==> src/rtl/cv32e40p_ex_wb_arbiter_if.sv <==
// Result-source and register-file write-port bundle for cv32e40p_ex_wb_arbiter.
// slave: the arbiter side; master: the producer / register-file side.
interface cv32e40p_ex_wb_arbiter_if #(
    parameter int unsigned NUM_SRC   = 4,
    parameter int unsigned NUM_PORTS = 2,
    parameter int unsigned DATA_W    = 32,
    parameter int unsigned ADDR_W    = 6
);
    logic [NUM_SRC-1:0]               src_valid_i;
    logic [NUM_SRC-1:0]               src_ready_o;
    logic [NUM_SRC-1:0][ADDR_W-1:0]   src_waddr_i;
    logic [NUM_SRC-1:0][DATA_W-1:0]   src_wdata_i;
    logic [NUM_PORTS-1:0]             wb_we_o;
    logic [NUM_PORTS-1:0][ADDR_W-1:0] wb_waddr_o;
    logic [NUM_PORTS-1:0][DATA_W-1:0] wb_wdata_o;

    modport slave (
        input  src_valid_i, src_waddr_i, src_wdata_i,
        output src_ready_o, wb_we_o, wb_waddr_o, wb_wdata_o
    );

    modport master (
        output src_valid_i, src_waddr_i, src_wdata_i,
        input  src_ready_o, wb_we_o, wb_waddr_o, wb_wdata_o
    );
endinterface

==> src/rtl/cv32e40p_ex_wb_arbiter.sv <==
// Writeback arbiter: NUM_SRC buffered result sources share NUM_PORTS
// register-file write ports. Each source has a FIFO_DEPTH-entry FIFO; a
// round-robin scan grants up to NUM_PORTS heads per cycle, skipping any head
// whose address matches one already granted this cycle.
// Optional stall counter: define CV32E40P_WB_PERF_CNT_EN to add perf_clr_i and
// perf_stall_cnt_o.
module cv32e40p_ex_wb_arbiter #(
    parameter int unsigned NUM_SRC    = 4,
    parameter int unsigned NUM_PORTS  = 2,
    parameter int unsigned DATA_W     = 32,
    parameter int unsigned ADDR_W     = 6,
    parameter int unsigned FIFO_DEPTH = 2
) (
    input  logic clk,
    input  logic rst_n,
    input  logic flush_i,
    cv32e40p_ex_wb_arbiter_if.slave bus,
    output logic busy_o,
    output logic contention_o
`ifdef CV32E40P_WB_PERF_CNT_EN
    ,
    input  logic        perf_clr_i,
    output logic [31:0] perf_stall_cnt_o
`endif
);

    localparam int unsigned PTR_W = $clog2(FIFO_DEPTH);
    localparam int unsigned CNT_W = PTR_W + 1;
    localparam int unsigned RR_W  = $clog2(NUM_SRC);

    logic [PTR_W-1:0]  rd_ptr [NUM_SRC];
    logic [PTR_W-1:0]  wr_ptr [NUM_SRC];
    logic [CNT_W-1:0]  count  [NUM_SRC];
    logic [RR_W-1:0]   rr_ptr;
    logic [RR_W-1:0]   rr_next;

    logic [ADDR_W-1:0] mem_addr [NUM_SRC][FIFO_DEPTH];
    logic [DATA_W-1:0] mem_data [NUM_SRC][FIFO_DEPTH];
    logic [ADDR_W-1:0] head_addr [NUM_SRC];
    logic [DATA_W-1:0] head_data [NUM_SRC];

    logic [NUM_SRC-1:0] nonempty;
    logic [NUM_SRC-1:0] ready;
    logic [NUM_SRC-1:0] push;
    logic [NUM_SRC-1:0] grant;
    logic               contention;

    logic [NUM_PORTS-1:0]             port_we;
    logic [NUM_PORTS-1:0][ADDR_W-1:0] port_addr;
    logic [NUM_PORTS-1:0][DATA_W-1:0] port_data;

    // Per-source FIFO status, head entry and push acceptance
    always_comb begin
        nonempty = '0;
        ready    = '0;
        push     = '0;
        for (int unsigned s = 0; s < NUM_SRC; s++) begin
            head_addr[s] = mem_addr[s][rd_ptr[s]];
            head_data[s] = mem_data[s][rd_ptr[s]];
            nonempty[s]  = (count[s] != '0);
            ready[s]     = (count[s] != CNT_W'(FIFO_DEPTH));
            push[s]      = bus.src_valid_i[s] & ready[s] & ~flush_i;
        end
    end

    // Round-robin scan from rr_ptr; the k-th grant drives port k.
    // A head matching an address granted earlier in the scan is skipped so
    // same-register writes retire in scan order across cycles.
    always_comb begin
        int unsigned idx;
        int unsigned n_grant;
        logic        hazard;
        idx        = 0;
        n_grant    = 0;
        hazard     = 1'b0;
        grant      = '0;
        port_we    = '0;
        port_addr  = '0;
        port_data  = '0;
        contention = 1'b0;
        rr_next    = rr_ptr;
        for (int unsigned i = 0; i < NUM_SRC; i++) begin
            idx = 32'(rr_ptr) + i;
            if (idx >= NUM_SRC) begin
                idx = idx - NUM_SRC;
            end
            if (nonempty[idx]) begin
                hazard = 1'b0;
                for (int unsigned k = 0; k < NUM_PORTS; k++) begin
                    if (k < n_grant && port_addr[k] == head_addr[idx]) begin
                        hazard = 1'b1;
                    end
                end
                if (!flush_i && n_grant < NUM_PORTS && !hazard) begin
                    grant[idx]         = 1'b1;
                    port_we[n_grant]   = 1'b1;
                    port_addr[n_grant] = head_addr[idx];
                    port_data[n_grant] = head_data[idx];
                    n_grant            = n_grant + 1;
                    rr_next            = (idx + 1 == NUM_SRC) ? '0 : RR_W'(idx + 1);
                end else begin
                    contention = 1'b1;
                end
            end
        end
    end

    // FIFO pointers, occupancy and round-robin pointer; flush keeps rr_ptr
    always_ff @(posedge clk or negedge rst_n) begin
        if (!rst_n) begin
            for (int unsigned s = 0; s < NUM_SRC; s++) begin
                rd_ptr[s] <= '0;
                wr_ptr[s] <= '0;
                count[s]  <= '0;
            end
            rr_ptr <= '0;
        end else if (flush_i) begin
            for (int unsigned s = 0; s < NUM_SRC; s++) begin
                rd_ptr[s] <= '0;
                wr_ptr[s] <= '0;
                count[s]  <= '0;
            end
        end else begin
            for (int unsigned s = 0; s < NUM_SRC; s++) begin
                if (push[s]) begin
                    wr_ptr[s] <= wr_ptr[s] + PTR_W'(1);
                end
                if (grant[s]) begin
                    rd_ptr[s] <= rd_ptr[s] + PTR_W'(1);
                end
                count[s] <= count[s] + CNT_W'(push[s]) - CNT_W'(grant[s]);
            end
            rr_ptr <= rr_next;
        end
    end

    // Entry storage, written only on an accepted push
    always_ff @(posedge clk) begin
        for (int unsigned s = 0; s < NUM_SRC; s++) begin
            if (push[s]) begin
                mem_addr[s][wr_ptr[s]] <= bus.src_waddr_i[s];
                mem_data[s][wr_ptr[s]] <= bus.src_wdata_i[s];
            end
        end
    end

`ifdef CV32E40P_WB_PERF_CNT_EN
    // Saturating count of cycles with an ungranted non-empty head
    always_ff @(posedge clk or negedge rst_n) begin
        if (!rst_n) begin
            perf_stall_cnt_o <= '0;
        end else if (perf_clr_i) begin
            perf_stall_cnt_o <= '0;
        end else if (contention && perf_stall_cnt_o != '1) begin
            perf_stall_cnt_o <= perf_stall_cnt_o + 32'd1;
        end
    end
`endif

    assign bus.src_ready_o = ready;
    assign bus.wb_we_o     = port_we;
    assign bus.wb_waddr_o  = port_addr;
    assign bus.wb_wdata_o  = port_data;
    assign busy_o          = |nonempty;
    assign contention_o    = contention;

endmodule

==> src/flat_wrapper.sv <==
// flat-port wrapper written by rule: the top's interface ports become plain ports
module cv32e40p_ex_wb_arbiter_flat 
#(
    parameter int unsigned NUM_SRC    = 4,
    parameter int unsigned NUM_PORTS  = 2,
    parameter int unsigned DATA_W     = 32,
    parameter int unsigned ADDR_W     = 6,
    parameter int unsigned FIFO_DEPTH = 2
)
  (clk, rst_n, flush_i, busy_o, contention_o, bus_src_valid_i, bus_src_waddr_i, bus_src_wdata_i, bus_src_ready_o, bus_wb_we_o, bus_wb_waddr_o, bus_wb_wdata_o);
  cv32e40p_ex_wb_arbiter_if #(.NUM_SRC(NUM_SRC), .NUM_PORTS(NUM_PORTS), .DATA_W(DATA_W), .ADDR_W(ADDR_W)) bus_i ();
  input  logic clk;
  input  logic rst_n;
  input  logic flush_i;
  output logic busy_o;
  output logic contention_o;
  input wire logic [$bits(bus_i.src_valid_i)-1:0] bus_src_valid_i;
  input wire logic [$bits(bus_i.src_waddr_i)-1:0] bus_src_waddr_i;
  input wire logic [$bits(bus_i.src_wdata_i)-1:0] bus_src_wdata_i;
  output wire logic [$bits(bus_i.src_ready_o)-1:0] bus_src_ready_o;
  output wire logic [$bits(bus_i.wb_we_o)-1:0] bus_wb_we_o;
  output wire logic [$bits(bus_i.wb_waddr_o)-1:0] bus_wb_waddr_o;
  output wire logic [$bits(bus_i.wb_wdata_o)-1:0] bus_wb_wdata_o;
  assign bus_i.src_valid_i = bus_src_valid_i;
  assign bus_i.src_waddr_i = bus_src_waddr_i;
  assign bus_i.src_wdata_i = bus_src_wdata_i;
  assign bus_src_ready_o = bus_i.src_ready_o;
  assign bus_wb_we_o = bus_i.wb_we_o;
  assign bus_wb_waddr_o = bus_i.wb_waddr_o;
  assign bus_wb_wdata_o = bus_i.wb_wdata_o;
  cv32e40p_ex_wb_arbiter #(.NUM_SRC(NUM_SRC), .NUM_PORTS(NUM_PORTS), .DATA_W(DATA_W), .ADDR_W(ADDR_W), .FIFO_DEPTH(FIFO_DEPTH)) u_core (.clk(clk), .rst_n(rst_n), .flush_i(flush_i), .bus(bus_i), .busy_o(busy_o), .contention_o(contention_o));
endmodule
==> config.mk <==
export PLATFORM = sky130hd
export DESIGN_NAME = cv32e40p_ex_wb_arbiter_flat
export DESIGN_NICKNAME = d
export VERILOG_FILES = /design/src/rtl/cv32e40p_ex_wb_arbiter_if.sv /design/src/rtl/cv32e40p_ex_wb_arbiter.sv /design/src/flat_wrapper.sv
export SDC_FILE = /design/constraint.sdc
export NUM_CORES = 1
export LEC_CHECK = 0
export BUFFER_PORTS_ARGS = -buffer_cell sky130_fd_sc_hd__buf_2
export CORE_MARGIN = 3
export CORE_UTILIZATION = 50
export DETAILED_ROUTE_END_ITERATION = 6
export PLACE_DENSITY = 0.78
export SYNTH_ARGS = -nofsm -noshare
export SYNTH_HDL_FRONTEND = slang
export SYNTH_SLANG_ARGS = --single-unit
==> constraint.sdc <==
create_clock -name clk -period 17.95 [get_ports clk]
set_input_delay 1.795 -clock clk [delete_from_list [all_inputs] [get_ports clk]]
set_output_delay 1.795 -clock clk [all_outputs]
set_load 0.02 [all_outputs]
# Word level (Yosys, flattened, before mapping)
# Memory sizes are Yosys's and may differ from the RTL's.
# Cells that the tools add are included.
[word_totals]
memories = 2
in_bits = 159
ram_bits = 304
register_bits = 18
output_inout_bits = 84
wordCells = 365
[mem_list]
columns = ["name", "words", "width", "read_ports", "rd_clocked_by_memory_dff", "write_ports", "line_no", "rtl"]
rows = [
  ["u_core.mem_data", 4, 64, 4, 0, 4, "cv32e40p_ex_wb_arbiter.sv:38", "logic [DATA_W-1:0] mem_data [NUM_SRC][FIFO_DEPTH];"],
  ["u_core.mem_addr", 4, 12, 4, 0, 4, "cv32e40p_ex_wb_arbiter.sv:37", "logic [ADDR_W-1:0] mem_addr [NUM_SRC][FIFO_DEPTH];"],
]
[classes]
n_reduce_logical = 41
magnitude_cmp = 43
n_bitwise = 27
eq_ne = 13
muxes = 197
n_addsub = 29
[op_table]
columns = ["cell", "count"]
rows = [
  ["$mux W32", 38],
  ["$mux W64", 10],
  ["$bmux W32 S2", 4],
  ["$demux W32 S1", 7],
  ["$ge A32 B1 Y1 const B", 7],
  ["$add A32 B1 Y32 const B", 6],
  ["$bwmux W64", 3],
  ["$lt A1 B32 Y1 const A", 6],
  ["$lt A32 B2 Y1 const B", 6],
  ["$mux W6", 29],
  ["$ge A33 B3 Y1 const B", 4],
  ["$not A32 Y33", 4],
  ["$eq A32 B3 Y1 const B", 4],
  ["$lt A32 B3 Y1 const B", 4],
  ["$mux W12", 10],
  ["$ge A32 B3 Y1 const B", 3],
  ["$sub A32 B3 Y32 const B", 3],
  ["$bmux W6 S2", 4],
  ["$mux W1", 43],
  ["$demux W6 S1", 7],
  ["$mux W4", 10],
  ["$bwmux W12", 3],
  ["$mux W2", 17],
  ["$eq A6 B6 Y1", 5],
  ["other kinds (25)", 113],
]

# Longest topological paths before layout
# Gate-level depths: netlist of run 1.
[logic_depth]
ltp_word = 38
ltp_mapped = 35
mapped_depth_nobuf = 29

# Worst setup path before layout of run 1
# No wires, ideal clock.
[synth_path]
kind = "flip-flop to output port"
start = "register u_core.rr_ptr[1]"
end = "output bus_wb_wdata_o[57]"
n_path_buf = 7
t_required_ns = 16.155
path_stages_with_launch = 33
t_arrival_ns = 7.301
path_slack_ns = 8.854
cell_sequence = "dfrtp_1 -> buf_2 -> inv_2 -> buf_1 -> clkbuf_1 -> clkbuf_1 -> ha_1 -> buf_6 -> nand2_1 -> o22ai_1 -> or2_2 -> clkbuf_1 -> xor2_1 -> nor4_1 -> o211ai_1 -> nor2b_1 -> inv_1 -> ha_1 -> a21o_1 -> inv_1 -> ha_1 -> inv_1 -> a2111oi_4 -> nand2_1 -> o31a_1 -> xor2_1 -> o41a_1 -> a211oi_4 -> buf_4 -> a21oi_1 -> o21ai_0 -> o22ai_1 -> a221oi_1"
[synth_via]
elab_chain_cells = 35
word_cells_on_any_way = 130
classes_between = "add/sub: 9; order compare: 19; eq/ne: 5; mux: 74; bitwise: 4; reduce/logical: 19"
[synth_rtl]
columns = ["item", "line_no", "rtl"]
rows = [
  ["from (decl)", "cv32e40p_ex_wb_arbiter.sv:34", "logic [RR_W-1:0] rr_ptr;"],
  ["from (signal assigned)", "cv32e40p_ex_wb_arbiter.sv:133", "rr_ptr <= rr_next;"],
  ["branches (longest 34 deep; another with $sub A32 B3 Y32)", "-", ""],
  ["$mux W64 *", "cv32e40p_ex_wb_arbiter.sv:87", "if (nonempty[idx]) begin"],
  ["to (decl)", "flat_wrapper.sv:23", "output wire logic [$bits(bus_i.wb_wdata_o)-1:0] bus_wb_wdata_o;"],
]
# Every way passes the cells marked *. The select of a mux whose other input is x is not followed.

# Final worst setup path of run 1
[layout_path]
start = "register u_core.rr_ptr[0]"
end = "output bus_wb_wdata_o[35]"
# Same word-level chain as after synthesis.

==> results.ini, run 1 <==
[floorplanning]
fp.dieW_um = 206
io_pins = 243
dieArea_sq_um = 42300
fp-row-count = 72
start_util_pct = 51.2
core_sq_um = 39000
dieHeight_um = 206

[run]
maxCapViolCount = 0

[logic_synthesis]
synth-seq-cells = 322
netlist.area_leader.share_pct = 45.7
syn_avg_cell_area_sq_um = 10.8
synth_ff_type = edfxtp_1
synth_edf_count = 304
synth_area_sq_um = 20000
synth.most_common_cell = edfxtp_1
syn_nets = 2024
async_reset_ff_share_pct = 5.59
yosysTopAreaCell = edfxtp_1
ys_seq_area_share_pct = 48.0
yosys-top-cells-count = edfxtp_1 (304), mux2i_1 (176), nand2_1 (165), a221oi_1 (151), o22ai_1 (95)
ys_warn_count = 0
synthDistinctLibCells = 73
synthCells = 1845
synth_area_leaders = edfxtp_1 (46%), mux2i_1 (8.8%), a221oi_1 (6.6%), nand2_1 (3.1%), o22ai_1 (3.0%)

[cts]
cts.sinks = 322
cts_tree = yes
cts_root_buffer = clkbuf_16
cts_buffer_depth = 3
cts_buffers = 36
post-cts-setup-buffers = 0
clock_latency_ps = 560
htreeDepth = 2
ctsResizeCount = 0
cts.reportedPaths.clkPinSlew_ps = 70
cts_hold_buf = 0

[placement]
gp_congestion = 0.960
place_area_sq_um = 21500
dp_slack_ps = 6590
io_buffers = 242
dp_hpwl_mm = 45.6

[grt]
gr-total-overflow = 0
met1_usage_pct = 41.3
grtUsageTotal_pct = 30.3
met3_usage_pct = 5.05
grt_pass1_vias = 16100
grt_max_degree = 101
grt_pass1_wl_mm = 97.4
grtUsageMet2_pct = 48.4
busiest_layer = met2
antenna_found_initial = 6

[timing]
fin_crit_ps = 12210
slew_headroom_pct = 19.2
setup_ws_ps = 5740
period_share_pct = 68.0
setup_tns_ps = 0
worst_pin_slew_ps = 1210
finalHoldViolCount = 0
skew_ps = 19.6
fmax_mhz = 81.9
maxSlewViolCount = 0
rsz0062_at_grt = false
setup_viol = 0

[detailed_routing]
ant_nets = 0
drc = 0
vias = 17200
wl_mm = 66.3
firstDrtPassIters = 6
avgRoutedWirePerCell_um = 26.0
via_per_inst = 6.75
drtIter0Drc = 2021

[layout]
nNetsFinal = 2183
fin_area_sq_um = 22600
drive_above_1_share_pct = 20.5
utilization_pct = 58.0
fillers = 3200
syn_to_final_growth_pct = 13.3

[setup_path]
crit_slowest_cell = nand2_2
critical_path_class = reg -> out
path_buf_inv = 8
crit_path_max_incr_delay_ps = 710
critical_path_required_ps = 16150
start_kind = flop
end_kind = output pin
critPathArrivalTime_ps = 10420
worstPathMaxFanout = 89
critPathTopFamily = compound AO/OA/AOI/OAI gates

[run_status]
status = finished, final reports clean

[min_path]
hp-class = reg -> reg

==> worst paths after layout <==
kind	startpoint	endpoint	slack (ps)	cells past startpoint
worst max-delay path	u_core.rr_ptr[0]	bus_wb_wdata_o[35]	5740	29
worst max register to register	u_core.rr_ptr[0]	u_core.count[1]	8470	31
worst min register to register	u_core.wr_ptr[3]	u_core.wr_ptr[3]	600	2
worst min-delay path	u_core.wr_ptr[3]	u_core.wr_ptr[3]	600	2
min in group asynchronous	rst_n	u_core.rr_ptr[0]	1180	1
max in group asynchronous	rst_n	u_core.rr_ptr[0]	16420	1
==> layout by cell type, fill, tap and decap left out, types with 10 or more instances in the layout <==
| cell type | instances |
|---|---|
| a21oi_1 | 77 |
| and2_1 | 68 |
| o22ai_1 | 95 |
| o21ai_1 | 58 |
| buf_2 | 242 |
| o221ai_1 | 34 |
| o21ai_0 | 23 |
| nand2_1 | 165 |
| nor2_1 | 76 |
| or3_1 | 33 |
| nand2b_1 | 38 |
| xor2_1 | 12 |
| clkbuf_16 | 38 |
| o31a_1 | 32 |
| a221oi_1 | 151 |
| mux2_2 | 26 |
| buf_4 | 30 |
| xnor2_1 | 14 |
| mux2i_1 | 176 |
| nand3_1 | 11 |
| edfxtp_1 | 304 |
| dfrtp_1 | 12 |
| or2_2 | 10 |
| inv_1 | 16 |
| nor3_1 | 46 |
| a22oi_1 | 38 |
| ha_1 | 19 |
| a221oi_2 | 16 |
| nor2b_1 | 39 |
==> state kept, by name (all words and copies together) (netlist names) <==
register and cells:
u_core.mem_addr 48, u_core.rr_ptr 2, u_core.rd_ptr 4, u_core.wr_ptr 4
u_core.count 8, u_core.mem_data 256
==> routing by layer <==
| metal | part of all wire, % | vias to the layer above |
|---|---|---|
| met5 | 0 | - |
| met4 | 4.1 | 0 |
| met3 | 9.8 | 164 |
| met2 | 46 | 1048 |
| met1 | 40 | 8341 |
| li1 | - | 7686 |
==> through the flow <==
stage               hold WS (ps)  instances
floorplan                    519       1845
global placement             554       2484
detailed placement           580       2484
CTS                          588       2547
global route                 602       2553
finish                       597       2553
==> kinds of logic (layout without fill, tap and decap cells) <==
family                     after synthesis  count (layout)  synth area share [%]
muxes                                  210             210                  11.2
buffers and inverters                  170             354                  3.62
xor gates and xnor gates                26              26                  1.14
DFF                                    322             322                  48.0
other                                    0               6                     0
and+or+nand+nor                        520             520                  13.1
adders and majority gates               20              20                  1.25
AOI/OAI and AO/OA                      577             577                  21.7
==> cell type report <==
type | instances | area (sq um) | area share, %
inverter | 19 | 78.8 | 0.349
clock buffer | 45 | 977 | 4.32
multi-input combinational | 1353 | 9710 | 42.9
tap | 518 | 648 | 2.87
antenna | 6 | 15.0 | 0.0664
timing repair buffer | 272 | 1440 | 6.35
clock inverter | 18 | 156 | 0.692
sequential | 322 | 9590 | 42.4
==> tightest hold or removal path, cell delays in order, from the launching register on <==
cell and delay [ps]:
dfrtp_1 400, xor2_1 90, nor2_1 70
Power of run 1 is left out: the tool's default activity adds up to more than one toggle a clock period on the data nets, which glitch-free logic cannot reach.
==> run 2: changes to the inputs <==
Clock period 17.95 ns to 12.2 ns, I/O delays scaled along.
==> results.ini, run 2 (same netlist as run 1, synthesis figures left out) <==
[detailed_routing]
firstDrtPassIters = 7
ant_nets = 0
drc = 0
avgRoutedWirePerCell_um = 26.0
drtIter0Drc = 1844
wl_mm = 66.2
via_per_inst = 6.78
vias = 17200

[placement]
dp.cells = 2483
dp_hpwl_mm = 44.9
io_buffers = 242
gp_congestion = 0.938

[timing]
slew_headroom_pct = 24.5
setup_viol = 0
hold-worst-slack_ps = 599
fmax_mhz = 88.5
period_share_pct = 92.6
setup_tns_ps = 0
maxSlewViolCount = 0
skew_ps = 12.2
fin_crit_ps = 11300
finalHoldViolCount = 0
rsz0062_at_grt = false
worst_pin_slew_ps = 1130

[setup_path]
critPathArrivalTime_ps = 10080
reg2reg_from = u_core.rr_ptr[0]
crit_slowest_cell = dfrtp_4
end_kind = output pin
critical_path_required_ps = 10980
start_kind = flop
crit_path_max_incr_delay_ps = 1050
worstPathMaxFanout = 82
crit_end = bus_wb_wdata_o[34]
critPathLaunch = u_core.rr_ptr[0]
r2r_slack_ps = 3110
r2r_cells = 30
r2r_end = u_core.count[1]
critical_path_class = reg -> out
cp_common_cell = inv_1

[floorplanning]
core_sq_um = 39000
dieHeight_um = 206
fp.dieW_um = 206
fp-row-count = 72
io_pins = 243
start_util_pct = 51.2
dieArea_sq_um = 42300

[cts]
htreeDepth = 2
cts_buffer_depth = 3
cts_hold_buf = 0
cts.reportedPaths.clkPinSlew_ps = 60
ctsResizeCount = 0
cts_buffers = 36
cts_root_buffer = clkbuf_16
cts.sinks = 322
cts_tree = yes
post-cts-setup-buffers = 0
clock_latency_ps = 560

[layout]
final_common_cell = edfxtp_1
syn_to_final_growth_pct = 13.0
nNetsFinal = 2182
fillers = 3242
drive_above_1_share_pct = 20.6
utilization_pct = 57.8
fin_cells = 2544
largest_reg_flops = 256
final_cell_mix = edfxtp_1 (304), buf_2 (242), mux2i_1 (176), nand2_1 (165), a221oi_1 (151)

[grt]
grt_max_degree = 95
grt_pass1_vias = 16400
grtUsageTotal_pct = 30.4
gr-total-overflow = 0
grt_pass1_wl_mm = 98.0
antenna_found_initial = 5

[min_path]
hp-class = reg -> reg

[run]
maxCapViolCount = 0

[run_status]
status = finished, final reports clean

==> run 2: changes by cell type in the layout (fill, tap and decap cells not counted), sizes merged <==
cell      delta
clkinv       -6
clkbuf       -4
clkinvlp     +3
diode        -3
inv          +2
buf          -1
==> run 2: how the worst min path moves through the flow <==
stage / endpoint / slack, ps / cells after the start / from
2_1_floorplan: u_core.wr_ptr[0] / 520 / 2 / u_core.wr_ptr[0]
5_1_grt: u_core.wr_ptr[3] / 630 / 2 / u_core.wr_ptr[3]
3_3_place_gp: u_core.wr_ptr[3] / 550 / 2 / u_core.wr_ptr[3]
6_report: u_core.wr_ptr[1] / 600 / 2 / u_core.wr_ptr[1]
4_1_cts: u_core.count[4] / 600 / 1 / rst_n
3_5_place_dp: u_core.wr_ptr[0] / 580 / 2 / u_core.wr_ptr[0]
==> run 2: stage by stage <==
step,area [sq um],setup slack [ps]
2_1_floorplan,20000,3680
3_3_place_gp,21500,1970
3_5_place_dp,21500,1790
4_1_cts,22600,1140
5_1_grt,22600,369
6_report,22600,903
==> run 2: cell type report <==
| class | instances | area [sq um] | area share [%] |
|---|---|---|---|
| multi-input combinational | 1353 | 9710 | 43.0 |
| sequential | 322 | 9590 | 42.5 |
| inverter | 19 | 78.8 | 0.349 |
| antenna | 3 | 7.51 | 0.0333 |
| timing repair buffer | 271 | 1430 | 6.33 |
| clock buffer | 41 | 941 | 4.17 |
| tap | 518 | 648 | 2.87 |
| clock inverter | 17 | 158 | 0.699 |
==> run 2: critical path, delay by kind of cell, from the launching register on <==
family          cells  cell delay [ps]
xor+xnor            2              350
buf+inv             8             2050
simple gates        5             1890
flops               1             1050
fa+ha+maj           3              980
compound gates     10             2970
==> run 2: per-layer routing <==
layer / routed length (um) / global-route usage [%] / vias to the layer above
met5: 0 / 0 / -
met1: 26700 / 41.6 / 8418
met4: 2660 / 12.5 / 0
li1: - / - / 7678
met2: 30700 / 48.5 / 992
met3: 6080 / 4.84 / 160
Power of run 2 is left out for the same reason.
